[config.mk]
export PLATFORM = sky130hd
export DESIGN_NAME = dot_max_engine
export DESIGN_NICKNAME = d
export VERILOG_FILES = /design/src/rtl/dot_max_pkg.sv /design/src/rtl/dot_max_mac_lane.sv /design/src/rtl/dot_max_engine.sv
export SDC_FILE = /design/constraint.sdc
export NUM_CORES = 1
export LEC_CHECK = 0
export ABC_AREA = 0
export BUFFER_PORTS_ARGS = -buffer_cell sky130_fd_sc_hd__buf_4
export CAP_MARGIN = 20
export CORE_MARGIN = 1
export CORE_UTILIZATION = 31
export DETAILED_ROUTE_END_ITERATION = 10
export GPL_ROUTABILITY_DRIVEN = 1
export HOLD_SLACK_MARGIN = 0.05
export SETUP_SLACK_MARGIN = 0.1
export SLEW_MARGIN = 15
export SYNTH_ARGS = -nofsm -noshare
export SYNTH_HDL_FRONTEND = slang
export SYNTH_SLANG_ARGS = --single-unit
[constraint.sdc]
create_clock -name clk -period 14.9 [get_ports clk]
set_input_delay 3.725 -clock clk [delete_from_list [all_inputs] [get_ports clk]]
set_output_delay 3.725 -clock clk [all_outputs]
set_load 0.02 [all_outputs]
[src/rtl/dot_max_pkg.sv]
// Shared types and constants for the dot-product / running-max engine.
// The accumulator width is sized so LANES full-scale products cannot overflow.
package dot_max_pkg;

  typedef enum logic [1:0] {
    ST_IDLE,
    ST_MAC,
    ST_DONE
  } state_e;

  localparam logic LOAD_SEL_WEIGHT = 1'b1;
  localparam logic LOAD_SEL_INPUT  = 1'b0;

  function automatic int acc_width(input int data_w, input int lanes);
    return 2 * data_w + $clog2(lanes) + 1;
  endfunction

endpackage

[src/rtl/dot_max_mac_lane.sv]
// Single multiply-accumulate datapath: extends both operands to the accumulator
// width, multiplies, and accumulates under clear/enable control.
module dot_max_mac_lane #(
  parameter int DATA_W = 8,
  parameter int ACC_W  = 19,
  parameter int SIGNED = 0
) (
  input  logic              clk,
  input  logic              rst_n,
  input  logic              clear,
  input  logic              en,
  input  logic [DATA_W-1:0] w,
  input  logic [DATA_W-1:0] x,
  output logic [ACC_W-1:0]  acc
);

  logic             w_fill;
  logic             x_fill;
  logic [ACC_W-1:0] w_ext;
  logic [ACC_W-1:0] x_ext;
  logic [ACC_W-1:0] prod;

  assign w_fill = (SIGNED != 0) && w[DATA_W-1];
  assign x_fill = (SIGNED != 0) && x[DATA_W-1];
  assign w_ext  = {{(ACC_W-DATA_W){w_fill}}, w};
  assign x_ext  = {{(ACC_W-DATA_W){x_fill}}, x};
  // Truncated ACC_W product is exact in two's complement for both modes.
  assign prod   = w_ext * x_ext;

  // NOTE: sequential state uses <= so every flop samples pre-edge values.
  always_ff @(posedge clk or negedge rst_n) begin
    if (!rst_n) begin
      acc <= '0;
    end else if (clear) begin
      acc <= '0;
    end else if (en) begin
      acc <= acc + prod;
    end
  end

endmodule

[src/rtl/dot_max_engine.sv]
// Shift-loaded weight/input banks, one-lane-per-cycle dot product and a
// running-maximum tracker with clear, all outputs registered.
module dot_max_engine
  import dot_max_pkg::*;
#(
  parameter int   DATA_W = 8,
  parameter int   LANES  = 4,
  parameter int   SIGNED = 0,
  localparam int  ACC_W  = acc_width(DATA_W, LANES)
) (
  input  logic              clk,
  input  logic              rst_n,
  input  logic [DATA_W-1:0] load_data,
  input  logic              load_valid,
  input  logic              load_sel,
  input  logic              start,
  input  logic              clear_max,
  output logic              busy,
  output logic              done,
  output logic [ACC_W-1:0]  result,
  output logic [ACC_W-1:0]  max_value,
  output logic              max_new
);

  localparam int IDX_W = (LANES > 1) ? $clog2(LANES) : 1;
  localparam logic [ACC_W-1:0] MAX_FLOOR =
    (SIGNED != 0) ? {1'b1, {(ACC_W-1){1'b0}}} : '0;

  state_e            state;
  state_e            state_next;
  logic [IDX_W-1:0]  idx;
  logic [DATA_W-1:0] w_bank [LANES];
  logic [DATA_W-1:0] x_bank [LANES];
  logic [ACC_W-1:0]  acc;
  logic [ACC_W-1:0]  max_base;
  logic              acc_gt;

  // NOTE: the banks are small register arrays and are reset explicitly; a RAM macro would not be.
  always_ff @(posedge clk or negedge rst_n) begin
    if (!rst_n) begin
      for (int k = 0; k < LANES; k++) begin
        w_bank[k] <= '0;
        x_bank[k] <= '0;
      end
    end else if (load_valid && state == ST_IDLE) begin
      if (load_sel == LOAD_SEL_WEIGHT) begin
        for (int k = 0; k < LANES - 1; k++) w_bank[k] <= w_bank[k+1];
        w_bank[LANES-1] <= load_data;
      end else if (load_sel == LOAD_SEL_INPUT) begin
        for (int k = 0; k < LANES - 1; k++) x_bank[k] <= x_bank[k+1];
        x_bank[LANES-1] <= load_data;
      end
    end
  end

  always_ff @(posedge clk or negedge rst_n) begin
    if (!rst_n) begin
      state <= ST_IDLE;
      idx   <= '0;
    end else begin
      state <= state_next;
      if (state == ST_MAC) idx <= idx + 1'b1;
      else                 idx <= '0;
    end
  end

  // NOTE: defaults come first so no path through this block infers a latch.
  always_comb begin
    state_next = state;
    unique case (state)
      ST_IDLE: if (start) state_next = ST_MAC;
      ST_MAC:  if (idx == IDX_W'(LANES - 1)) state_next = ST_DONE;
      ST_DONE: state_next = ST_IDLE;
      default: state_next = ST_IDLE;
    endcase
  end

  dot_max_mac_lane #(
    .DATA_W (DATA_W),
    .ACC_W  (ACC_W),
    .SIGNED (SIGNED)
  ) u_mac_lane (
    .clk   (clk),
    .rst_n (rst_n),
    .clear (state == ST_IDLE && start),
    .en    (state == ST_MAC),
    .w     (w_bank[idx]),
    .x     (x_bank[idx]),
    .acc   (acc)
  );

  // A clear coincident with DONE is applied before the compare.
  always_comb begin
    max_base = clear_max ? MAX_FLOOR : max_value;
    if (SIGNED != 0) acc_gt = $signed(acc) > $signed(max_base);
    else             acc_gt = acc > max_base;
  end

  always_ff @(posedge clk or negedge rst_n) begin
    if (!rst_n) begin
      done      <= 1'b0;
      max_new   <= 1'b0;
      result    <= '0;
      max_value <= '0;
    end else begin
      done    <= (state == ST_DONE);
      max_new <= 1'b0;
      if (state == ST_DONE) begin
        result <= acc;
        if (acc_gt) begin
          max_value <= acc;
          max_new   <= 1'b1;
        end else begin
          max_value <= max_base;
        end
      end else begin
        max_value <= max_base;
      end
    end
  end

  assign busy = (state != ST_IDLE);

endmodule

* Word level (Yosys, flattened, before mapping)
Index checks and enable logic that the tools add are counted.
** Word-level totals
- Flip-flop bits (word level) :: 127
- Input bits :: 14
** Cells by class
- Add/subtract/negate cells :: 2
- Multiply operators :: 1
- Magnitude comparators :: 2
- Equality and inequality tests :: 5
- Muxes and demuxes :: 17
- Bitwise logic cells :: 2
- Reductions and logical operators :: 8
** Operators by type and width (number)
- 19-bit 2-to-1 mux :: 5
- 8-bit binary-select mux with 2-bit select :: 2
- 8-bit 2-to-1 mux :: 4
- 19-bit adder :: 1
- 19-bit greater-than comparator :: 1
- 8-bit by 8-bit multiplier with 16-bit output :: 1
- 2-bit 2-to-1 mux :: 3
- 2-bit AND reduction :: 3
- 2-bit equality test, second input constant :: 2
- 2-bit != test, second input constant :: 2
- 2-bit case mux with 2 select lines :: 1
- 2-bit nonzero test :: 2
- 3-bit >= comparator, second input constant :: 1
- 2-bit inverter with 3-bit output :: 1
- 2-bit by 1-bit adder with 2-bit output, second input constant :: 1
- 2-bit by 1-bit equality test with 1-bit output, second input constant :: 1
- 1-bit logical AND :: 2
- 2-bit logical NOT :: 1
- 1-bit 2-to-1 mux :: 2
- 1-bit inverter :: 1

* Logic depth before layout (Yosys ltp)
Gate-level depths: netlist (run 1).
- Depth in word-level cells :: 8
- Depth in mapped cells :: 25
- Mapped depth without buffers :: 23

* By module
A second synthesis (run 1) with hierarchy kept.
** Unflattened totals
- Cells, all modules :: 750
- Area, all modules :: 8619.5 µm²
** By module, submodules not included
- dot_max_engine :: instances 1, cells an instance 345, area an instance 5001.0 µm², seq. area each 2702.6 µm²
- dot_max_mac_lane :: instances 1, cells an instance 405, area an instance 3618.5 µm², seq. area each 475.5 µm²

* Least setup slack after synthesis (run 1)
OpenSTA, ideal clock, no wires.
- Kind :: register -> register
- From :: register idx[0]
- To :: register u_mac_lane.acc[18]
- Library setup time :: 79 ps
- Data arrival time :: 6387 ps
- Data required time :: 14821 ps
- Path slack :: 8433 ps
- Stages on the path, launching flop included :: 25
- Buffers on the path :: 2
- Clock period less this slack :: 6467 ps
- Cell sequence :: dfrtp_1 -> buf_2 -> buf_2 -> mux4_2 -> nand2_1 -> fa_1 -> fa_1 -> inv_1 -> fa_1 -> inv_1 -> fa_1 -> inv_1 -> ha_1 -> o21ai_0 -> nor2_1 -> o41ai_1 -> o21ai_1 -> xor2_1 -> ha_1 -> and2_1 -> nand2_1 -> nor2b_1 -> o21ai_1 -> a2111oi_0 -> mux2i_1
** On the way
- Word-level cells in the longest chain between the ends :: 8
- Elaborated cells on any way between the ends :: 11
** RTL lines
- from (decl) :: line dot_max_engine.sv:31 : logic [IDX_W-1:0] idx;
- from (signal assigned) :: line dot_max_engine.sv:62 : if (state == ST_MAC) idx <= idx + 1'b1;
- 2-bit inverter with 3-bit output (implied by the code) * :: line dot_max_engine.sv:87, dot_max_engine.sv:88
- 8-bit binary-select mux with 2-bit select (on tied branches) :: line dot_max_engine.sv:87, dot_max_engine.sv:88
- 8-bit 2-to-1 mux (on tied branches) (2 in series) :: line dot_max_engine.sv:87, dot_max_engine.sv:88
- 8-bit by 8-bit multiplier with 16-bit output * :: line dot_max_mac_lane.sv:28 : assign prod = w_ext * x_ext;
- 19-bit adder * :: line dot_max_mac_lane.sv:37 : acc <= acc + prod;
- 19-bit 2-to-1 mux * :: line dot_max_mac_lane.sv:36 : end else if (en) begin
- 19-bit 2-to-1 mux * :: line dot_max_mac_lane.sv:34 : end else if (clear) begin
- to (signal assigned) :: line dot_max_mac_lane.sv:37
- to (decl) :: line dot_max_mac_lane.sv:14 : output logic [ACC_W-1:0] acc
Every way passes the cells marked *; elsewhere a longest branch is shown, timed or not. The select of a mux whose other input is x is not followed.
A chain may end at the register's enable or synchronous reset.

* Final worst setup path (run 1)
Ends and elaborated chain as after synthesis.

==> key figures, run 1 <==
Place
  • PortBufs: 54
  • Pre-CTS WS: 7569 ps
  • Post-DP HPWL: 12220 µm
  • GP Congestion: 0.8232

Clock network
  • Cts hold-fix bufs: 0
  • Clock latency on the worst-skew pair: 410 ps
  • H-Tree Level Count: 4
  • Clock tree root driver cell: clkbuf_16
  • TritonCTS clock tree: yes
  • Post_cts resized: 0
  • Num Clock Sinks: 127
  • TritonCTS Buffers: 17
  • Setup Buffers After CTS: 0
  • Clock-pin slew on the worst setup and hold paths: 50 ps
  • Longest Clk Path Bufs: 2

Critical path
  • CP arrival: 7280 ps
  • CP Capture Type: register
  • Reg2reg setup slack: 7950 ps
  • Crit-path most repeated cell: fa_1
  • CP bufs+invs: 4
  • Worst path cell trace: buf_16 -> mux4_2 -> nand2_1 -> fa_1 -> fa_1 -> inv_1 -> fa_1 -> inv_1 -> fa_1 -> inv_1 -> ha_1 -> o21ai_0 -> nor2_1 -> o41ai_1 -> o21ai_1 -> xor2_1 -> ha_1 -> and2_1 -> nand2_1 -> nor2b_1 -> o21ai_1 -> a2111oi_0 -> mux2i_1
  • Worst EP required: 15230 ps
  • FF-to-FF End: u_mac_lane.acc[18]
  • Critical setup path kind: register to register
  • CP top delay family: adder cells
  • Startpoint Class: register
  • Worst R2R Start: idx[0]
  • Crit-path max cell delay: 620 ps
  • Crit path max-delay cell type: dfrtp_1
  • Crit path max fanout: 12
  • Worst r2r path cells: 23

Layout
  • Area grow syn2layout: 17.36%
  • Commonest non-fill, non-tap cell in the layout: dfrtp_1
  • Share of cells above drive strength 1: 19.47%
  • Final net count: 943
  • Commonest cells after routing, fill and taps aside: dfrtp_1, inv_1, ha_1, buf_4, and2_1
  • Antenna Diode Count: 0

Routing
  • DRT iter0 DRCs: 189
  • Via count: 5586
  • DR WL/cell: 14.04 µm
  • Routed vias/inst: 4.787
  • Total wire length: 16390 µm
  • DRT antenna net count: 0
  • First drt pass iteration count: 4
  • # DRC: 0

Job
  • Max-cap violations: 0

Floorplanning
  • Row count: 59
  • DIE AREA: 27800 µm²
  • Initial Utilization: 31.92%
  • Die span in y: 166.7 µm
  • Io pins: 55
  • Die width: 166.7 µm
  • Core area: 26350 µm²

Logic synthesis
  • Mux cell area share after synthesis: 15.41%
  • Post-Syn Instances: 762
  • Number of synthesized flops with an enable pin: 0
  • FFs w/ async S/R, synth: 100.0%
  • Count of cell types in the netlist: 56
  • Main combinational cell family by area after synthesis: adder cells
  • Adder-cell share of the synthesized area: 19.66%
  • Compound-cell area share of the yosys netlist: 8.880%
  • Synthesized cell area: 8412 µm²
  • Seq/Total Area, Yosys: 37.78%
  • YS warnings: 0
  • Post-synth top flop: dfrtp_1
  • Syn_nets: 886
  • Simple-gate area share of the yosys netlist: 11.50%
  • Syn_area_per_cell: 11.04 µm²
  • Post-synthesis register bit count: 127
  • XOR/XNOR Fraction of Synth Area: 2.082%

Global route
  • Grt ovf: 0
  • Antenna violations before repair: 0
  • Vias in the first global route: 5675
  • Pin count of the biggest net entering global routing: 70
  • Total Routing Usage GR: 12.56%
  • First-pass GRT wire length: 28470 µm

Timing
  • Highest Clock Rate: 0.1439 GHz
  • RSZ-0062 raised after global routing: no
  • Fin crit share: 46.65%
  • Worst Tran Pin Value: 1018 ps
  • Clock Skew: 13.05 ps
  • Slew headroom: 32.00%
  • Setup TNS: 0 ps
  • Final WS setup: 7949 ps
  • Final min period: 6951 ps
  • Setup Viol. Count Final: 0
  • Pins Over Slew Limit: 0
  • Final Hold Vio Count: 0

Worst hold path
  • Hold path depth: 2
  • Min-Delay Path Class: register to register
  • Hold EP: result[9]
  • Hold path start: result[9]

Run status
  • Status: complete, no violations
## tightest hold or removal path, cell delays in order (launching register included)
cell and delay, ps:
dfrtp_1 340, nand2_1 40, o21ai_0 60
## how the worst max path moves through the flow
stage / cells past startpoint / end / startpoint
after floorplan: 24 / u_mac_lane.acc[18] / idx[0]
after global placement: 22 / u_mac_lane.acc[18] / idx[0]
after detailed placement: 22 / u_mac_lane.acc[18] / idx[0]
after CTS: 22 / u_mac_lane.acc[18] / idx[0]
after global routing: 23 / u_mac_lane.acc[18] / idx[0]
final: 23 / u_mac_lane.acc[18] / idx[0]
## Yosys cell counts, types with 8 or more instances
cell / count / area [µm²]
o21ai_0: 35 / 175.2
nand2_1: 54 / 202.7
a21oi_1: 29 / 145.1
nor2_1: 11 / 41.29
mux2i_1: 20 / 200.2
xor2_1: 13 / 113.9
and2_1: 55 / 344.1
clkbuf_1: 15 / 56.30
nand2b_1: 23 / 143.9
inv_1: 79 / 296.5
dfrtp_1: 127 / 3178
fa_1: 37 / 740.7
nor2b_1: 8 / 50.05
nand3_1: 12 / 60.06
o21ai_1: 9 / 45.04
mux2_2: 50 / 563.0
mux4_2: 16 / 360.4
mux2_1: 14 / 157.7
ha_1: 73 / 913.4
## metrics by stage
stage | area (µm²) | hold WS, ps | cells | utilization [%]
floorplan | 8412 | 453.3 | 762 | -
global placement | 9183 | 463.0 | 1134 | 34.84
detailed placement | 9183 | 471.2 | 1134 | 34.84
CTS | 9844 | 483.7 | 1166 | 37.35
global route | 9872 | 497.2 | 1167 | 37.46
finish | 9872 | 475.1 | 1167 | 37.46
## layer usage
layer / vias to the layer above / share of wire, % / track usage [%]
li1: 2740 / - / -
met3: 14 / 3.1 / 2.828
met5: - / 0 / 0
met1: 2740 / 52 / 17.64
met2: 92 / 44 / 19.35
met4: 0 / 1.1 / 3.462
## flip-flops by register name (all words and copies together), names as in the netlist
name	flops
w_bank	32
result	19
max_new	1
u_mac_lane.acc	19
idx	2
max_value	19
state	2
done	1
x_bank	32
## layout make-up
cell class | count | area [µm²]
inverter | 79 | 296.5
timing repair buffer | 60 | 470.5
clock buffer | 21 | 450.4
fill | 2594 | 16480
sequential | 127 | 3178
clock inverter | 11 | 211.5
tap | 335 | 419.2
multi-input combinational | 534 | 4846
## cells by family after synthesis
| logic type | after synthesis |
|---|---|
| buf+inv | 101 |
| xor+xnor | 20 |
| compound gates | 120 |
| flops | 127 |
| fa+ha+maj | 110 |
| mux | 101 |
| simple gates | 183 |
Power of run 1 is not shown: default switching activity piles up to over one toggle a cycle in this logic, so the estimate is an artifact.
==> inputs of run 2 (changes only) <==
==> constraint.sdc (replaced) <==
create_clock -name clk -period 7.2 [get_ports clk]
set_input_delay 1.8 -clock clk [delete_from_list [all_inputs] [get_ports clk]]
set_output_delay 1.8 -clock clk [all_outputs]
set_load 0.02 [all_outputs]
==> run 2 against run 1 <==
Via count shrank 0.39%. Count of clock-buffer cells in the layout shrank 1. Routed wire length grew 0.51%. Critical path depth shrank 1. Critical endpoint unchanged.
==> key figures, run 2 (synthesized netlist as in run 1, its figures left out) <==
Routing
  • DRT iter0 DRCs: 285 (+51%)
  • First drt pass iteration count: 4 (unchanged)
  • DR WL/cell: 14.10 µm (+0.43%)
  • Total wire length: 16470 µm (+0.51%)
  • # DRC: 0 (unchanged)
  • Via count: 5564 (-0.39%)
  • DRT antenna net count: 0 (unchanged)
  • Routed vias/inst: 4.764 (-0.48%)

Floorplanning
  • Die width: 166.7 µm (unchanged)
  • Row count: 59 (unchanged)
  • Initial Utilization: 31.92% (unchanged)
  • Io pins: 55 (unchanged)
  • Die span in y: 166.7 µm (unchanged)
  • Core area: 26350 µm² (unchanged)
  • DIE AREA: 27800 µm² (unchanged)

Timing
  • Worst Tran Pin Value: 1011 ps (-6.576 ps)
  • Highest Clock Rate: 0.1487 GHz (+3.3%)
  • Fin crit share: 93.41% (+47 points)
  • Final Hold Vio Count: 0 (unchanged)
  • Setup TNS: 0 ps (unchanged)
  • Setup Viol. Count Final: 0 (unchanged)
  • RSZ-0062 raised after global routing: no
  • Final min period: 6726 ps (-225.0 ps)
  • Hold slack: 475.3 ps (+0.1660 ps)
  • Clock Skew: 12.10 ps (-0.9559 ps)
  • Pins Over Slew Limit: 0 (unchanged)
  • Slew headroom: 32.44% (+0.44 points)

Run status
  • Status: complete, no violations

Clock network
  • Setup Buffers After CTS: 0 (unchanged)
  • Clock latency on the worst-skew pair: 430 ps (+20 ps)
  • TritonCTS Buffers: 17 (unchanged)
  • Longest Clk Path Bufs: 2 (unchanged)
  • H-Tree Level Count: 4 (unchanged)
  • Num Clock Sinks: 127 (unchanged)
  • Clock-pin slew on the worst setup and hold paths: 60 ps (about the same)
  • TritonCTS clock tree: yes
  • Clock tree root driver cell: clkbuf_16

Layout
  • Biggest regs: w_bank x32, x_bank x32
  • Commonest cells after routing, fill and taps aside: dfrtp_1, inv_1, ha_1, buf_4, and2_1
  • Area occupied by registers: 3178 µm² (unchanged)
  • Final net count: 944 (+0.11%)
  • Area grow syn2layout: 16.58%
  • Antenna Diode Count: 0 (unchanged)
  • Share of cells above drive strength 1: 20.05% (+0.58 points)
  • Layout fillers: 2568 (-1.0%)
  • Commonest non-fill, non-tap cell in the layout: dfrtp_1
  • Multi-input gate area in the final layout: 4853 µm² (+0.15%)

Critical path
  • Crit path max fanout: 17 (+5)
  • Startpoint Class: register
  • Worst EP required: 7540 ps (-7690 ps)
  • CP arrival: 7070 ps (-210 ps)
  • CP Capture Type: register
  • Critical setup path kind: register to register

Global route
  • Grt ovf: 0 (unchanged)
  • Antenna violations before repair: 0 (unchanged)
  • Vias in the first global route: 5691 (+0.28%)
  • Pin count of the biggest net entering global routing: 67 (-4.3%)
  • First-pass GRT wire length: 28670 µm (+0.70%)
  • Total Routing Usage GR: 12.73% (+0.17 points)

Place
  • GP Congestion: 0.8571 (+4.1%)
  • PortBufs: 54 (unchanged)
  • Post-DP HPWL: 12300 µm (+0.66%)

Job
  • Max-cap violations: 0 (unchanged)

Worst hold path
  • Min-Delay Path Class: register to register
[run 2: layout make-up]
cell class,instances,share of cell area [%]
clock buffers,20,4.759
clock inverters,12,1.378
inverters,79,3.024
multi-input cells,534,49.49
flip-flops and latches,127,32.41
well taps,335,4.274
repair buffers,61,4.670
[run 2: repair_timing]
item	CTS	global route
endpoints found under the setup margin	0	1
resized for setup	0	1
endpoints found under the hold margin	0	0
hold buffers	0	0
[run 2: path summary, 6_finish.rpt]
kind | startpoint | slack, ps | cells past startpoint | to
setup / recovery | idx[0] | 470 | 22 | u_mac_lane.acc[18]
hold / removal | result[11] | 480 | 2 | result[11]
setup reg to reg | idx[0] | 470 | 22 | u_mac_lane.acc[18]
hold reg to reg | result[11] | 480 | 2 | result[11]
max in group asynchronous | rst_n | 4390 | 2 | max_value[16]
min in group asynchronous | rst_n | 1450 | 1 | w_bank[2]
[run 2: metrics by stage]
step | std cells | cell area, µm² | setup WS (ps) | util [%]
finish | 1168 | 9807 | 474.3 | 37.21
global placement | 1136 | 9198 | 527.3 | 34.90
floorplan | 762 | 8412 | 733.2 | -
detailed placement | 1136 | 9198 | 438.7 | 34.90
CTS | 1168 | 9799 | 402.9 | 37.18
global route | 1168 | 9807 | 128.1 | 37.21
[run 2: layer usage]
metal  up-vias  track usage (%)  share of wire (%)
li1       2758                -                  -
met1      2696            17.62                 52
met2        96            19.77                 43
met3        14            2.971                3.7
met4         0            3.704               0.95
met5         -                0                  0
[run 2: critical path: stages, from the launching register on]
cell and delay [ps]:
dfrtp_1 360, buf_4 320, mux4_2 660, and2_1 220, fa_1 590, fa_1 450, fa_1 540, inv_1 50
fa_1 520, inv_1 40, ha_1 310, or2_2 320, a21oi_1 150, a21oi_1 100, a31oi_1 240, xnor2_1 110
ha_1 390, nand2_1 80, o211ai_1 240, a21o_1 160, a21oi_1 80, a2111oi_0 480, mux2i_1 230
Power of run 2 is left out for the same reason.
